**src/rtl/hpsdr_ep6_framer.sv**
```systemverilog
// hpsdr_ep6_framer
//   Builds the HPSDR protocol-1 EP6 UDP payload (1032 bytes): Metis header,
//   32-bit sequence number, then two USB frames of sync + C&C status + 504
//   sample bytes each. The payload is streamed one byte per cycle to the UDP
//   transmitter under its request/enable/active handshake.
//
//   Build option: EP6_SEQ_CLEAR_EN -- when defined, a rising edge of run
//   clears the sequence number (the clear wins over a same-cycle increment).
//
// Ports
//   tx_clock, Tx_reset_n        clock / synchronous active-low reset
//   run                         host streaming enable
//   fifo_rddata, fifo_rdused    show-ahead sample FIFO data and fill level
//   fifo_rdreq                  pop one sample byte
//   ptt_i, dot_i, dash_i        key/PTT status reported in C0
//   adc_overload                ADC overload reported at C&C address 0
//   exc_pwr, fwd_pwr,
//   rev_pwr, pa_volt            analog readings reported at C&C addresses 1, 2
//   udp_tx_request/_length      payload request and constant length
//   udp_tx_enable               one-cycle grant from the network
//   udp_tx_active               network takes one byte per cycle while high
//   udp_tx_data                 payload byte
module hpsdr_ep6_framer #(
    parameter int unsigned PAYLOAD_LEN = 1032,
    parameter int unsigned FRAME_DATA  = 504,
    parameter logic [7:0]  FW_VERSION  = 8'd73
) (
    input  logic        tx_clock,
    input  logic        Tx_reset_n,
    input  logic        run,
    input  logic [7:0]  fifo_rddata,
    input  logic [10:0] fifo_rdused,
    output logic        fifo_rdreq,
    input  logic        ptt_i,
    input  logic        dot_i,
    input  logic        dash_i,
    input  logic        adc_overload,
    input  logic [11:0] exc_pwr,
    input  logic [11:0] fwd_pwr,
    input  logic [11:0] rev_pwr,
    input  logic [11:0] pa_volt,
    output logic        udp_tx_request,
    output logic [10:0] udp_tx_length,
    input  logic        udp_tx_enable,
    input  logic        udp_tx_active,
    output logic [7:0]  udp_tx_data
);

    // Byte positions inside the payload: each frame is 3 sync + 5 C&C bytes
    // followed by FRAME_DATA sample bytes.
    localparam logic [10:0] F0_SYNC  = 11'd8;
    localparam logic [10:0] F0_DATA  = 11'd16;
    localparam logic [10:0] F1_SYNC  = F0_DATA + 11'(FRAME_DATA);
    localparam logic [10:0] F1_DATA  = F1_SYNC + 11'd8;
    localparam logic [10:0] LAST     = 11'(PAYLOAD_LEN - 1);
    localparam logic [10:0] FILL_MIN = 11'(2 * FRAME_DATA);

    typedef enum logic [1:0] {IDLE, REQ, SEND, DONE} state_t;

    state_t      state_q, state_d;
    logic        udp_tx_request_q, udp_tx_request_d;
    logic [10:0] byte_cnt_q, byte_cnt_d;
    logic [31:0] seq_q, seq_d;
    logic [1:0]  cc_addr_q, cc_addr_d;
    logic [39:0] cc_q, cc_d;           // {C0, C1, C2, C3, C4} of the current frame
`ifdef EP6_SEQ_CLEAR_EN
    logic        run_d_q, run_d_d;
`endif

    logic        in_data;
    logic        in_f1_hdr;
    logic [2:0]  hdr_off;
    logic [7:0]  data_byte;

    // C&C status bytes for one frame, packed as {C0, C1, C2, C3, C4}.
    function automatic logic [39:0] cc_word(
        input logic [1:0]  addr,
        input logic        dot, dash, ptt, ovl,
        input logic [11:0] exc, fwd, rev, pav
    );
        logic [7:0] c0;
        c0 = {3'b000, addr, dot, dash, ptt};
        case (addr)
            2'd0:    cc_word = {c0, 7'b0, ovl, FW_VERSION, 16'h0000};
            2'd1:    cc_word = {c0, 4'b0, exc, 4'b0, fwd};
            2'd2:    cc_word = {c0, 4'b0, rev, 4'b0, pav};
            default: cc_word = {c0, 32'h0000_0000};
        endcase
    endfunction

    assign in_data   = ((byte_cnt_q >= F0_DATA) && (byte_cnt_q < F1_SYNC)) ||
                       ((byte_cnt_q >= F1_DATA) && (byte_cnt_q <= LAST));
    assign in_f1_hdr = (byte_cnt_q >= F1_SYNC) && (byte_cnt_q < F1_DATA);
    assign hdr_off   = in_f1_hdr ? 3'(byte_cnt_q - F1_SYNC) : 3'(byte_cnt_q - F0_SYNC);

    always_comb begin
        data_byte = 8'h00;
        if (byte_cnt_q < 11'd4) begin
            case (byte_cnt_q[1:0])
                2'd0:    data_byte = 8'hEF;
                2'd1:    data_byte = 8'hFE;
                2'd2:    data_byte = 8'h01;
                default: data_byte = 8'h06;
            endcase
        end else if (byte_cnt_q < F0_SYNC) begin
            case (byte_cnt_q[1:0])
                2'd0:    data_byte = seq_q[31:24];
                2'd1:    data_byte = seq_q[23:16];
                2'd2:    data_byte = seq_q[15:8];
                default: data_byte = seq_q[7:0];
            endcase
        end else if (in_data) begin
            data_byte = fifo_rddata;
        end else begin
            case (hdr_off)
                3'd0, 3'd1, 3'd2: data_byte = 8'h7F;
                3'd3:             data_byte = cc_q[39:32];
                3'd4:             data_byte = cc_q[31:24];
                3'd5:             data_byte = cc_q[23:16];
                3'd6:             data_byte = cc_q[15:8];
                default:          data_byte = cc_q[7:0];
            endcase
        end
    end

    assign fifo_rdreq     = (state_q == SEND) && udp_tx_active && in_data;
    assign udp_tx_data    = (state_q == SEND) ? data_byte : 8'h00;
    assign udp_tx_request = udp_tx_request_q;
    assign udp_tx_length  = 11'(PAYLOAD_LEN);

    always_comb begin
        state_d          = state_q;
        udp_tx_request_d = udp_tx_request_q;
        byte_cnt_d       = byte_cnt_q;
        seq_d            = seq_q;
        cc_addr_d        = cc_addr_q;
        cc_d             = cc_q;
        case (state_q)
            IDLE: begin
                if (run && (fifo_rdused >= FILL_MIN)) begin
                    state_d          = REQ;
                    udp_tx_request_d = 1'b1;
                end
            end
            REQ: begin
                // Once requested, the packet always completes even if run drops.
                if (udp_tx_enable) begin
                    state_d          = SEND;
                    udp_tx_request_d = 1'b0;
                    byte_cnt_d       = 11'd0;
                end
            end
            SEND: begin
                if (udp_tx_active) begin
                    byte_cnt_d = byte_cnt_q + 11'd1;
                    // Status inputs are snapshotted on the first sync byte of
                    // each frame so the five C&C bytes are self-consistent.
                    if (byte_cnt_q == F0_SYNC)
                        cc_d = cc_word(cc_addr_q, dot_i, dash_i, ptt_i, adc_overload,
                                       exc_pwr, fwd_pwr, rev_pwr, pa_volt);
                    else if (byte_cnt_q == F1_SYNC)
                        cc_d = cc_word(cc_addr_q + 2'd1, dot_i, dash_i, ptt_i, adc_overload,
                                       exc_pwr, fwd_pwr, rev_pwr, pa_volt);
                    if (byte_cnt_q == LAST)
                        state_d = DONE;
                end
            end
            DONE: begin
                seq_d     = seq_q + 32'd1;
                cc_addr_d = cc_addr_q + 2'd2;
                state_d   = IDLE;
            end
            default: state_d = IDLE;
        endcase
`ifdef EP6_SEQ_CLEAR_EN
        run_d_d = run;
        if (run && !run_d_q)
            seq_d = 32'd0;
`endif
    end

    always_ff @(posedge tx_clock) begin
        if (!Tx_reset_n) begin
            state_q          <= IDLE;
            udp_tx_request_q <= 1'b0;
            byte_cnt_q       <= 11'd0;
            seq_q            <= 32'd0;
            cc_addr_q        <= 2'd0;
`ifdef EP6_SEQ_CLEAR_EN
            run_d_q          <= 1'b0;
`endif
        end else begin
            state_q          <= state_d;
            udp_tx_request_q <= udp_tx_request_d;
            byte_cnt_q       <= byte_cnt_d;
            seq_q            <= seq_d;
            cc_addr_q        <= cc_addr_d;
`ifdef EP6_SEQ_CLEAR_EN
            run_d_q          <= run_d_d;
`endif
        end
    end

    // C&C snapshot is pure data and needs no reset.
    always_ff @(posedge tx_clock) begin
        cc_q <= cc_d;
    end

endmodule

```
**config.mk**
```make
export PLATFORM = sky130hd
export DESIGN_NAME = hpsdr_ep6_framer
export DESIGN_NICKNAME = d
export VERILOG_FILES = /design/src/rtl/hpsdr_ep6_framer.sv
export SDC_FILE = /design/constraint.sdc
export NUM_CORES = 1
export LEC_CHECK = 0
export CAP_MARGIN = 20
export CORE_MARGIN = 3
export CORE_UTILIZATION = 51
export CTS_CLUSTER_SIZE = 16
export DETAILED_ROUTE_END_ITERATION = 8
export GPL_ROUTABILITY_DRIVEN = 1
export PLACE_DENSITY = 0.83
export SYNTH_ARGS = -nofsm -noshare
export SYNTH_HDL_FRONTEND = slang
export SYNTH_SLANG_ARGS = --single-unit
```
**constraint.sdc**
```tcl
create_clock -name tx_clock -period 3.3 [get_ports tx_clock]
set_input_delay 0.33 -clock tx_clock [delete_from_list [all_inputs] [get_ports tx_clock]]
set_output_delay 0.33 -clock tx_clock [all_outputs]
set_load 0.01 [all_outputs]
```
Yosys cells after proc, flatten, opt, wreduce, memory -nomap -nowiden
Cells that the tools add are included.
{"block": "totals", "wordCells": 86, "out_inout_bits": 21, "register_bits": 88, "input_bits": 76}
{"block": "op_classes", "n_mux": 23, "add_sub_neg": 6, "order_cmp": 9, "n_eq_ne": 22, "reduce_logical": 20}
{"cell": "$pmux 28 s3", "count": 2}
{"cell": "$mux 40", "count": 2}
{"cell": "$pmux 8 s3", "count": 2}
{"cell": "$pmux 8 s5", "count": 1}
{"cell": "$ge 11x10->1 const B", "count": 3}
{"cell": "$add 32x1->32 const B", "count": 1}
{"cell": "$mux 8", "count": 4}
{"cell": "$lt 11x10->1 const B", "count": 2}
{"cell": "$mux 11", "count": 2}
{"cell": "$pmux 11 s2", "count": 1}
{"cell": "$add 11x1->11 const B", "count": 1}
{"cell": "$eq 11x10->1 const B", "count": 1}
{"cell": "$eq 11x11->1 const B", "count": 1}
{"cell": "$eq 11x4->1 const B", "count": 1}
{"cell": "$ge 11x5->1 const B", "count": 1}
{"cell": "$le 11x11->1 const B", "count": 1}
{"cell": "$lt 11x3->1 const B", "count": 1}
{"cell": "$lt 11x4->1 const B", "count": 1}
{"cell": "$eq 2x2->1 const B", "count": 5}
{"cell": "$eq 3x3->1 const B", "count": 3}
{"cell": "$reduce_and 3->1", "count": 3}
{"cell": "$eq 2x1->1 const B", "count": 4}
{"cell": "$logic_not 2->1", "count": 4}
{"cell": "$mux 2", "count": 4}
{"cell": "17 further kinds", "count": 29}

Logic depth before layout (Yosys ltp)
{"block": "logic_depth", "depth_word": 10, "ltp_mapped": 9, "mapped_depth_nobuf": 8}

Worst setup path before layout
OpenSTA, ideal clock, no wires.
{"block": "synth_path", "path_kind": "reg2reg", "startpoint": "register state_q[0]", "endpoint": "register cc_q[0], enable pin", "setup_slack_ns": 0.463, "t_required_ns": 2.885, "path_buffers": 2, "synth_period_minus_slack_ns": 2.837, "arrival_ns": 2.423, "setup_ns": 0.415, "path_stages_with_launch": 7, "cell_sequence": "dfxtp_1 > inv_1 > ha_1 > clkbuf_1 > clkbuf_1 > nand2_1 > nor2_1"}
{"block": "synth_between", "elab_chain_len": 2}
{"element": "start: declaration", "line": "60", "text": "state_t state_q, state_d;"}
{"element": "start signal: assignment", "line": "193", "text": "state_q <= state_d;"}
{"element": "$eq 2x2->1", "line": "138", "text": "case (state_q)"}
{"element": "$reduce_and 3->1 (no source line)"}
{"element": "end signal: assignment", "line": "206", "text": "cc_q <= cc_d;"}
{"element": "end: declaration", "line": "65", "text": "logic [39:0] cc_q, cc_d;"}
No other way between the ends.
A chain may end at the register's enable or synchronous reset.

Final worst setup path
{"block": "layout_path", "startpoint": "register byte_cnt_q[1]", "endpoint": "output udp_tx_data[1]"}
{"block": "layout_between", "elab_chain_len": 10, "word_cells_on_any_way": 33, "classes_between": "add/sub (2); order compare (8); eq/ne (8); mux (8); reduce/logical (7)"}
{"element": "start: declaration", "line": "62", "text": "logic [10:0] byte_cnt_q, byte_cnt_d;"}
{"element": "start signal: assignment", "line": "195", "text": "byte_cnt_q <= byte_cnt_d;"}
{"element": "$ge 11x10->1 / $lt 11x10->1 (equally long branches)", "line": "93", "text": "assign in_f1_hdr = (byte_cnt_q >= F1_SYNC) && (byte_cnt_q < F1_DATA);"}
{"element": "$logic_and 1x1->1", "line": "93"}
{"element": "$mux 3", "line": "94", "text": "assign hdr_off = in_f1_hdr ? 3'(byte_cnt_q - F1_SYNC) : 3'(byte_cnt_q - F0_SYNC);"}
{"element": "$eq 3x1->1 (tied with other cells)", "line": "115", "text": "case (hdr_off)"}
{"element": "$reduce_or 3->1", "line": "115"}
{"element": "$pmux 8 s5", "line": "115"}
{"element": "$mux 8", "line": "112", "text": "end else if (in_data) begin"}
{"element": "$mux 8", "line": "105", "text": "end else if (byte_cnt_q < F0_SYNC) begin"}
{"element": "$mux 8 (*)", "line": "98", "text": "if (byte_cnt_q < 11'd4) begin"}
{"element": "$mux 8 (*)", "line": "127", "text": "assign udp_tx_data = (state_q == SEND) ? data_byte : 8'h00;"}
{"element": "end: declaration", "line": "46", "text": "output logic [7:0] udp_tx_data"}
Every way passes the cells marked *; elsewhere a longest branch is shown, timed or not.

==> results.yml <==
clocking:
  ctsHoldBuffers: 0
  cts_tree: "yes"
  clk_pin_slew_ns: 0.08
  clock_sinks: 76
  htreeDepth: 3
  cts_root_buf: "clkbuf_8"
  cts_buffer_depth: 2
  cts_buffers: 9
  insertion_delay_ns: 0.36
synthesis:
  syn_area_um2: 4450
  synth_top_flop_cell: "dfxtp_1"
  synth_top_area_share: 0.211
  synth_edf_count: 29
  synth_area_leaders: "dfxtp_1 (21%), edfxtp_1 (20%), nor2_1 (5.2%), o21ai_0 (4.8%), nand3_1 (4.5%)"
  ys_seq_area_frac: 0.407
  postSynthAreaPerCell_um2: 8.71
  ys_warn_count: 0
  syn_inst: 511
  ys_ff_latch: 76
  synth.distinct_cells: 59
  synth_area_leader_cell: "dfxtp_1"
  synthArstFlopShare: 0
placed_design:
  port_buffers: 81
  hpwl_um: 8030
  gp_congestion: 0.868
  place_ws_ns: 0.207
power:
  cellPowerDensity_nw_per_um2: 415
  seq_power_share: 0.444
  p_clk_frac: 0.310
  p_leak_nw: 1.95
  switching_share: 0.289
  p_comb_frac: 0.246
  internal_power_mw: 1.65
  switching_power_mw: 0.673
  vdd_drop_max_uv: 232
setup_path:
  path_cells: "inv_1 > ha_4 > buf_4 > a222oi_1 > nor2_1 > a2111oi_2 > o21ai_0 > o2111a_1 > clkdlybuf4s50_1"
  r2r_setup_slack_ns: 1.01
  cp-start-kind: "register"
  cp_slowest_stage_delay_ns: 0.48
  critical_path_class: "register to output pin"
  cp_slowest_cell: "a222oi_1"
  critPathArrivalTime_ns: 2.89
  path_delay_family: "compound AO/OA/AOI/OAI gates"
  end_kind: "output pin"
  required_ns: 2.97
  cp.buffers_inverters: 3
  cp_max_fo: 10
sta:
  min_period_over_period: 0.976
  post-route-min-period_ns: 3.22
  hold_slack_ns: 0.517
  final.setup.worst_slack_ns: 0.0804
  finalSetupViolCount: 0
  final_hold_viol_count: 0
  fin_skew_ns: 0.0128
  fmax_mhz: 311
  tightest_slew_ns: 0.689
  relSlewSlack: 0.537
  slew_violations: 0
cells_and_area:
  antenna_cells: 0
  final_common_cell: "clkdlybuf4s50_1"
  synthToLayoutAreaGrowth_pct: 25.9
  drive_gt1_frac: 0.102
  multiInputGateArea_um2: 2470
  regArea_um2: 1820
  final_cell_mix: "clkdlybuf4s50_1 (81), nor2_1 (60), nand2_1 (53)"
  num-fill-cells: 645
  final_nets: 672
  fin_util: 0.672
drt:
  routed_wl_um: 10900
  drtPass1Iterations: 8
  wl_per_cell_um: 15.7
  first_iter_violations: 257
  dr_total_vias: 4044
  viasPerCell: 5.83
  drc: 0
  ant_nets: 0
grt:
  grt_pass1_wl_um: 17600
  grt_max_degree: 48
  grt_pass1_vias: 3731
  grt_use_total: 0.219
  grt_overflow: 0
  antenna_found_initial: 0
die:
  die_h_um: 99.4
  core_um2: 8340
  io_pins: 97
  fp.dieW_um: 99.4
  initial_utilization: 0.534
  dieArea_um2: 9880
  num_rows: 33
hold_path:
  min_path_type: "register to register"
status:
  outcome: "finished clean"
flow_run:
  cap_violations: 0
## synth_stat cells (4+ instances only)
cell and n:
a31oi_1 5, nand2_1 53, nor3_1 5, ha_1 12, buf_2 10, nand4_1 11, edfxtp_1 29, and2_1 4
xnor2_1 16, nor2_1 62, buf_4 12, inv_1 13, o211ai_1 6, dfxtp_1 47, a222oi_1 9, a21oi_1 9
clkbuf_1 18, and3_1 5, nor2b_1 6, nor4_1 6, a32o_1 5, or3_1 5, o21ai_0 43, nand3_1 40
xor2_1 19
## area by class of cell
| cell class | count | area share |
|---|---|---|
| clock buffers | 9 | 0.0221 |
| clock inverters | 7 | 0.0130 |
| inverters | 14 | 0.00938 |
| multi-input cells | 388 | 0.441 |
| flip-flops and latches | 76 | 0.324 |
| well taps | 105 | 0.0234 |
| repair buffers | 95 | 0.167 |
## power by group through the flow
stage / clock [mW] / sequential (mW) / combinational [mW]
after floorplan: 0 / 1.04 / 0.315
after global placement: 0 / 1.06 / 0.525
after detailed placement: 0 / 1.06 / 0.530
after CTS: 0.722 / 1.04 / 0.539
after global routing: 0.758 / 1.04 / 0.629
final: 0.720 / 1.03 / 0.573
## layer usage
layer | global-route usage | part of all wire
met2 | 0.351 | 0.47
met4 | 0.0914 | 0.023
met1 | 0.293 | 0.43
met5 | 0 | 0
met3 | 0.0386 | 0.081
## sequential cells by signal (all words and copies together) (netlist names)
| register | count |
|---|---|
| seq_q | 32 |
| cc_q | 29 |
| state_q | 2 |
| byte_cnt_q | 11 |
| udp_tx_request | 1 |
| cc_addr_q | 1 |
## logic make-up after synthesis
family | count (synthesis) | synth area share
buffers and inverters | 56 | 0.0604
muxes | 3 | 0.00675
adders and majority gates | 12 | 0.0337
and+or+nand+nor | 219 | 0.247
xor gates and xnor gates | 35 | 0.0689
other | 2 | 0.00169
AOI/OAI and AO/OA | 108 | 0.175
DFF | 76 | 0.407
## path summary, 6_finish.rpt
| path | start | endpoint | cells past startpoint |
|---|---|---|---|
| max | byte_cnt_q[1] | udp_tx_data[1] | 9 |
| min | state_q[1] | state_q[1] | 2 |
| max reg2reg | state_q[0] | byte_cnt_q[9] | 8 |
| min reg2reg | state_q[1] | state_q[1] | 2 |
## per-stage QoR
step,instance area (um^2),total power [mW],setup TNS (ns),instances
final,5600,2.32,0,694
after global routing,5600,2.42,-0.000233,694
after CTS,5530,2.30,0,692
after detailed placement,5310,1.59,0,676
after global placement,5310,1.59,0,676
after floorplan,4480,1.36,0,520
## what timing repair did
item | 4_1_cts | 5_1_grt
endpoints found under the hold margin | 0 | 0
setup endpoints to repair | 5 | 8
resized for setup | 8 | 10
pin swaps | 1 | 2
buffers inserted | 0 | 1
## worst reg2reg max path: stages (launching register included)
cell	delay, ns
dfxtp_1	0.40
inv_1	0.10
ha_1	0.26
buf_4	0.21
nor2b_1	0.20
nor4_1	0.59
nand3_1	0.19
xnor2_1	0.17
nor2_1	0.05
No activity file was read; power rests on OpenSTA's default activity.
==> variant 1, RTL diff (same settings) <==
Register the input `fifo_rdused` before use, without a reset. The logic sees it one clock later. The other inputs are not delayed to match.
--- a/src/rtl/hpsdr_ep6_framer.sv
+++ b/src/rtl/hpsdr_ep6_framer.sv
@@ -59,2 +59,8 @@
 
+    logic [10:0] fifo_rdused_q;
+
+    always_ff @(posedge tx_clock) begin
+        fifo_rdused_q <= fifo_rdused;
+    end
+
     state_t      state_q, state_d;
@@ -139,3 +145,3 @@
             IDLE: begin
-                if (run && (fifo_rdused >= FILL_MIN)) begin
+                if (run && (fifo_rdused_q >= FILL_MIN)) begin
                     state_d          = REQ;
Formal check against the unedited RTL: not equivalent (Yosys sat finds a counterexample within 4 cycles, from zero or initial values and one cycle with Tx_reset_n low).
==> variant 1 against the original RTL <==
Design area is 4.2% higher; power increased by 1.1%; clock power is 5.7% lower; sequential cell count rose by 7; sequential power rose by 9%; area after synthesis grew 7.1%; cell count rose by 3.5%; setup slack gained 0.10 ns; routed wire length is 3.6% higher; critical path type unchanged; critical endpoint is now udp_tx_data[4].
==> variant 1: results (changes against the original RTL) <==
The flow ran to the end, and the final reports show no timing, DRC or antenna violations. Highest net fanout along the worst path: 7 (-3). The via count of the first global-routing pass was 3,975 (+6.5%); the count of cell types in the netlist was 66 (+12%). The fill cell instance count of the final layout is 698 (+8.2%).

The run gives 8261 µm (+2.9%) as the half-perimeter wire length of the detailed placement result. By count the netlist is led by 54 x sky130_fd_sc_hd__dfxtp_1, 54 x sky130_fd_sc_hd__nand2_1, 43 x sky130_fd_sc_hd__nand3_1, 35 x sky130_fd_sc_hd__o21ai_0. Via total after detailed routing: 4,170 (+3.1%). Among cell families on the critical path, the largest total delay comes from simple AND/OR/NAND/NOR gates. The library cell contributing the largest single delay on the critical path was sky130_fd_sc_hd__clkdlybuf4s50_1.

The highest cell delay on the worst timing path was 0.56 ns (+0.08 ns); the fraction of the yosys area taken by sequential cells was 0.4094 (+0.002364). The run gives 11,300 µm (+3.6%) as the post-detailed-routing wire length. The clock tree skew after final layout was 0.008514 ns (-0.004283 ns); the mean routed wirelength per cell was 15.74 µm (+0.14%). The run gives 0.3011 mV (+30%) as the maximum vdd drop.

The path with the worst hold slack has its endpoint at fifo_rdused_q[8]. Global-route total usage across every layer: 0.2216 (+0.002507). The start point of the critical path is byte_cnt_q[0].

Number of cells on the worst hold path: 1 (-1). The clock network fraction of total power is 0.289 (-0.021). The net count of the finished layout was 693 (+3.1%); the reg-to-reg setup timing slack was 0.84 ns (-0.17 ns). Placed instance count: 701 (+3.7%). In this run the most critical hold path is launched from fifo_rdused[8]. The transition time of the tightest slew-check pin is 0.8627 ns (+0.1741 ns).

The tools report the capturing element of the worst setup path as udp_tx_data[4]. The endpoint identified for the worst register-to-register timing path is cc_q[20]. Proportion of total power due to net switching: 0.2913 (+0.001836).

The power attributed to combinational cells is 550 µW (-4.0%), and the post-synthesis area per instance is 8.828 µm² (+1.4%). Hold slack: 0.4115 ns (-0.1058 ns). For the leakage power total, the log shows 2.170 nW (+12%).
==> variant 1: changes by cell type after synthesis, sizes merged, moves of 4 or more <==
cell,unedited run,this run
and2,4,34
o21ai,44,36
a211oi,0,6
dfxtp,47,54
mux2i,3,11
nor2,62,33
a22oi,3,7
nor3,7,11
inv,13,18
a32o,5,1
==> variant 1: layer usage <==
metal | global-route usage | share of wire | vias to the layer above
li1 | - | - | 2032
met1 | 0.3011 | 0.44 | 1947
met2 | 0.3456 | 0.47 | 168
met3 | 0.04465 | 0.062 | 23
met4 | 0.09183 | 0.028 | 0
met5 | 0 | 0 | -
==> variant 1: logic make-up after synthesis <==
logic type                 synth area share
xor gates and xnor gates            0.06614
muxes                               0.02310
AOI/OAI and AO/OA                    0.1478
DFF                                  0.4095
adders and majority gates           0.03150
and+or+nand+nor                      0.2541
buffers and inverters               0.06640
other                              0.001575
==> variant 1: final cells by class <==
type / count / share of cell area
sequential: 83 / 0.3354
tap: 108 / 0.02315
clock inverter: 6 / 0.008573
timing repair buffer: 92 / 0.1565
clock buffer: 10 / 0.02357
inverter: 18 / 0.01157
multi-input combinational: 401 / 0.4413
==> variant 1: stage by stage <==
step / power [mW] / setup slack (ns) / cell area, µm²
after floorplan: 1.453 / 0.5417 / 4806
after global placement: 1.672 / 0.2784 / 5587
after detailed placement: 1.686 / 0.1817 / 5587
after CTS: 2.351 / 0.02623 / 5786
after global routing: 2.469 / 0.02750 / 5838
final: 2.349 / 0.1849 / 5838
==> variant 1: what timing repair did <==
action / in CTS / in global routing
gates resized for setup: 5 / 7
setup buffers: 0 / 0
hold buffers: 0 / 0
cloned: 0 / 0
setup endpoints to repair: 7 / 6
pin swaps: 0 / 0
==> variant 2, RTL diff (config.mk and constraints unchanged) <==
Without the edit above. Build with the macro `EP6_SEQ_CLEAR_EN` defined.
--- a/src/rtl/hpsdr_ep6_framer.sv
+++ b/src/rtl/hpsdr_ep6_framer.sv
@@ -22,2 +22,4 @@
 //   udp_tx_data                 payload byte
+`define EP6_SEQ_CLEAR_EN
+
 module hpsdr_ep6_framer #(
Formal check against the unedited RTL: same outputs for any inputs over 10 cycles, from zero or initial values and one cycle with Tx_reset_n low; that may be too few to reach the edited logic, so the function may still have changed.
==> variant 2 against the original RTL <==
First-iteration DRC count increased by 8.2%; critical path type unchanged; routed wire length increased by 0.89%; sequential cell count increased by 1; power decreased by 5.1%; area after synthesis decreased by 1.2%; design area decreased by 0.45%; highest routed layer unchanged; setup slack improved by 0.066 ns; via count increased by 1.1%; core utilization about the same.
==> variant 2: results (changes against the original RTL) <==
The run finished with clean final reports. The net count of the finished layout was 675 (+0.45%); the share of layout cells above drive strength 1 was 0.08769 (-0.01418). The mean routed wirelength per cell was 15.77 µm (+0.31%). The startpoint identified for the worst hold timing path is udp_tx_request.

For the global placement routability congestion, the log shows 0.8919 (+2.8%). By area the synthesized netlist is led by sky130_fd_sc_hd__dfxtp_1 22%, sky130_fd_sc_hd__edfxtp_1 20%, sky130_fd_sc_hd__nor2_1 5.0%, sky130_fd_sc_hd__xor2_1 4.6%, sky130_fd_sc_hd__nand2_1 4.5%. The proportion of register bits with asynchronous set or reset after synthesis was 0 (unchanged); the transition time of the tightest slew-check pin was 0.6192 ns (-0.06943 ns). The tools report the TritonCTS buffer count as 9 (unchanged). The met2 track utilization from global routing is 0.3533 (+0.002583), and the highest cell delay on the worst timing path is 0.59 ns (+0.11 ns). The count of cell types in the netlist came out at 50 (-15%). Among all flip-flop cells after synthesis, the most frequent one is sky130_fd_sc_hd__dfxtp_1. The tools report the wire length of the first global-routing pass as 18,170 µm (+3.1%). The run gives 0.01448 ns (+0.001688 ns) as the clock tree skew after final layout. The leakage power total was 2.039 nW (+4.8%); the fraction of the yosys area taken by sequential cells was 0.4167 (+0.009653). STA classifies the critical path endpoint as a primary output.

The iteration-0 DRC count of the detailed router is 278 (+8.2%), and the number of antenna cells inserted is 0 (unchanged). The run gives 0.98 ns (-0.03 ns) as the reg-to-reg setup timing slack. The capturing point of the worst reg2reg path is cc_q[21]. The met1 track demand over resource in global routing is 0.3099 (+0.01653), and the via count of the first global-routing pass is 3,826 (+2.5%). The met3 usage in global routing was 0.04034 (+0.001770).

For hold timing, the worst endpoint is udp_tx_request. The library cell contributing the largest single delay on the critical path is sky130_fd_sc_hd__or4_4. The via total after detailed routing is 4,089 (+1.1%). Root cell of the clock tree: sky130_fd_sc_hd__clkbuf_8.

The global-route total usage across every layer is 0.2291 (+0.009996), and the cell count of the worst reg-to-reg path is 6 (-2). The tools report the half-perimeter wire length of the detailed placement result as 8084 µm (+0.66%). The highest net fanout along the worst path is 9 (-1), and the met1 routed wirelength after detailed routing is 4730 µm (+1.9%). The startpoint identified for the worst register-to-register timing path is byte_cnt_q[10]. The total length of routed met2 wires was 5182 µm (+0.78%); the post-cts hold buffer count was 0 (unchanged).

The path class of the tightest hold or removal check is reg2reg. By count the netlist is led by 59 x sky130_fd_sc_hd__nor2_1, 53 x sky130_fd_sc_hd__nand2_1, 48 x sky130_fd_sc_hd__dfxtp_1, 38 x sky130_fd_sc_hd__nand3_1, 38 x sky130_fd_sc_hd__o21ai_0. The met3 layer wire length in the routed design was 750 µm (-15%). The data arrival time of the critical path is 2.82 ns (-0.07 ns). The tools report the hold slack as 0.4945 ns (-0.02282 ns). The cell family contributing the most delay on the critical path is simple AND/OR/NAND/NOR gates. For the Yosys warning count, the log shows 0 (unchanged).

The tools report the fill cell instance count of the final layout as 620 (-3.9%). The number of detailed-route iterations in the first pass came out at 6 (-2). The logs give 0.36 ns (about the same) for the clock latency on the worst-skew pair and 0.2378 mV (+2.5%) for the maximum vdd drop.
-- variant 2: stage by stage --
stage                     instances  power (mW)  worst slack [ns]  area, µm²
after global placement          678       1.472            0.2079       5269
after CTS                       694       2.204          0.005484       5495
after global routing            698       2.299           0.02786       5578
final                           698       2.205            0.1466       5578
after detailed placement        678       1.487            0.1002       5269
after floorplan                 520       1.280            0.7177       4434
-- variant 2: cells by family after synthesis --
logic type	share of synthesized area
buffers and inverters	0.06205
XOR/XNOR	0.07572
multiplexers	0.01594
flip-flops	0.4167
AND/OR/NAND/NOR	0.2439
other	0.001709
AO/OA/AOI/OAI	0.1526
adder cells (fa/ha/maj)	0.03131
-- variant 2: cell type report --
cell class	instances	share of cell area
clock buffers	9	0.02221
inverters	18	0.01211
multi-input cells	387	0.4307
repair buffers	95	0.1682
clock inverters	7	0.01436
flip-flops and latches	77	0.3288
well taps	105	0.02355
-- variant 2: worst max-delay path by stage --
stage	end	startpoint	cells past startpoint
2_1_floorplan	udp_tx_data[3]	byte_cnt_q[1]	9
3_3_place_gp	udp_tx_data[1]	byte_cnt_q[1]	8
3_5_place_dp	udp_tx_data[2]	byte_cnt_q[1]	8
4_1_cts	udp_tx_data[6]	byte_cnt_q[1]	8
5_1_grt	udp_tx_data[5]	byte_cnt_q[0]	7
6_report	udp_tx_data[7]	byte_cnt_q[4]	6
-- variant 2: repair_timing --
action,CTS,global route
gates cloned,0,1
pin swaps,2,2
resized for setup,8,9
endpoints found under the setup margin,8,6
buffers inserted,0,2
hold endpoints to repair,0,0
-- variant 2: report_power, final --
group | switching (mW) | internal [mW]
combinational | 0.227 | 0.220
clock | 0.374 | 0.358
sequential | 0.0200 | 1.01
total | 0.621 | 1.58
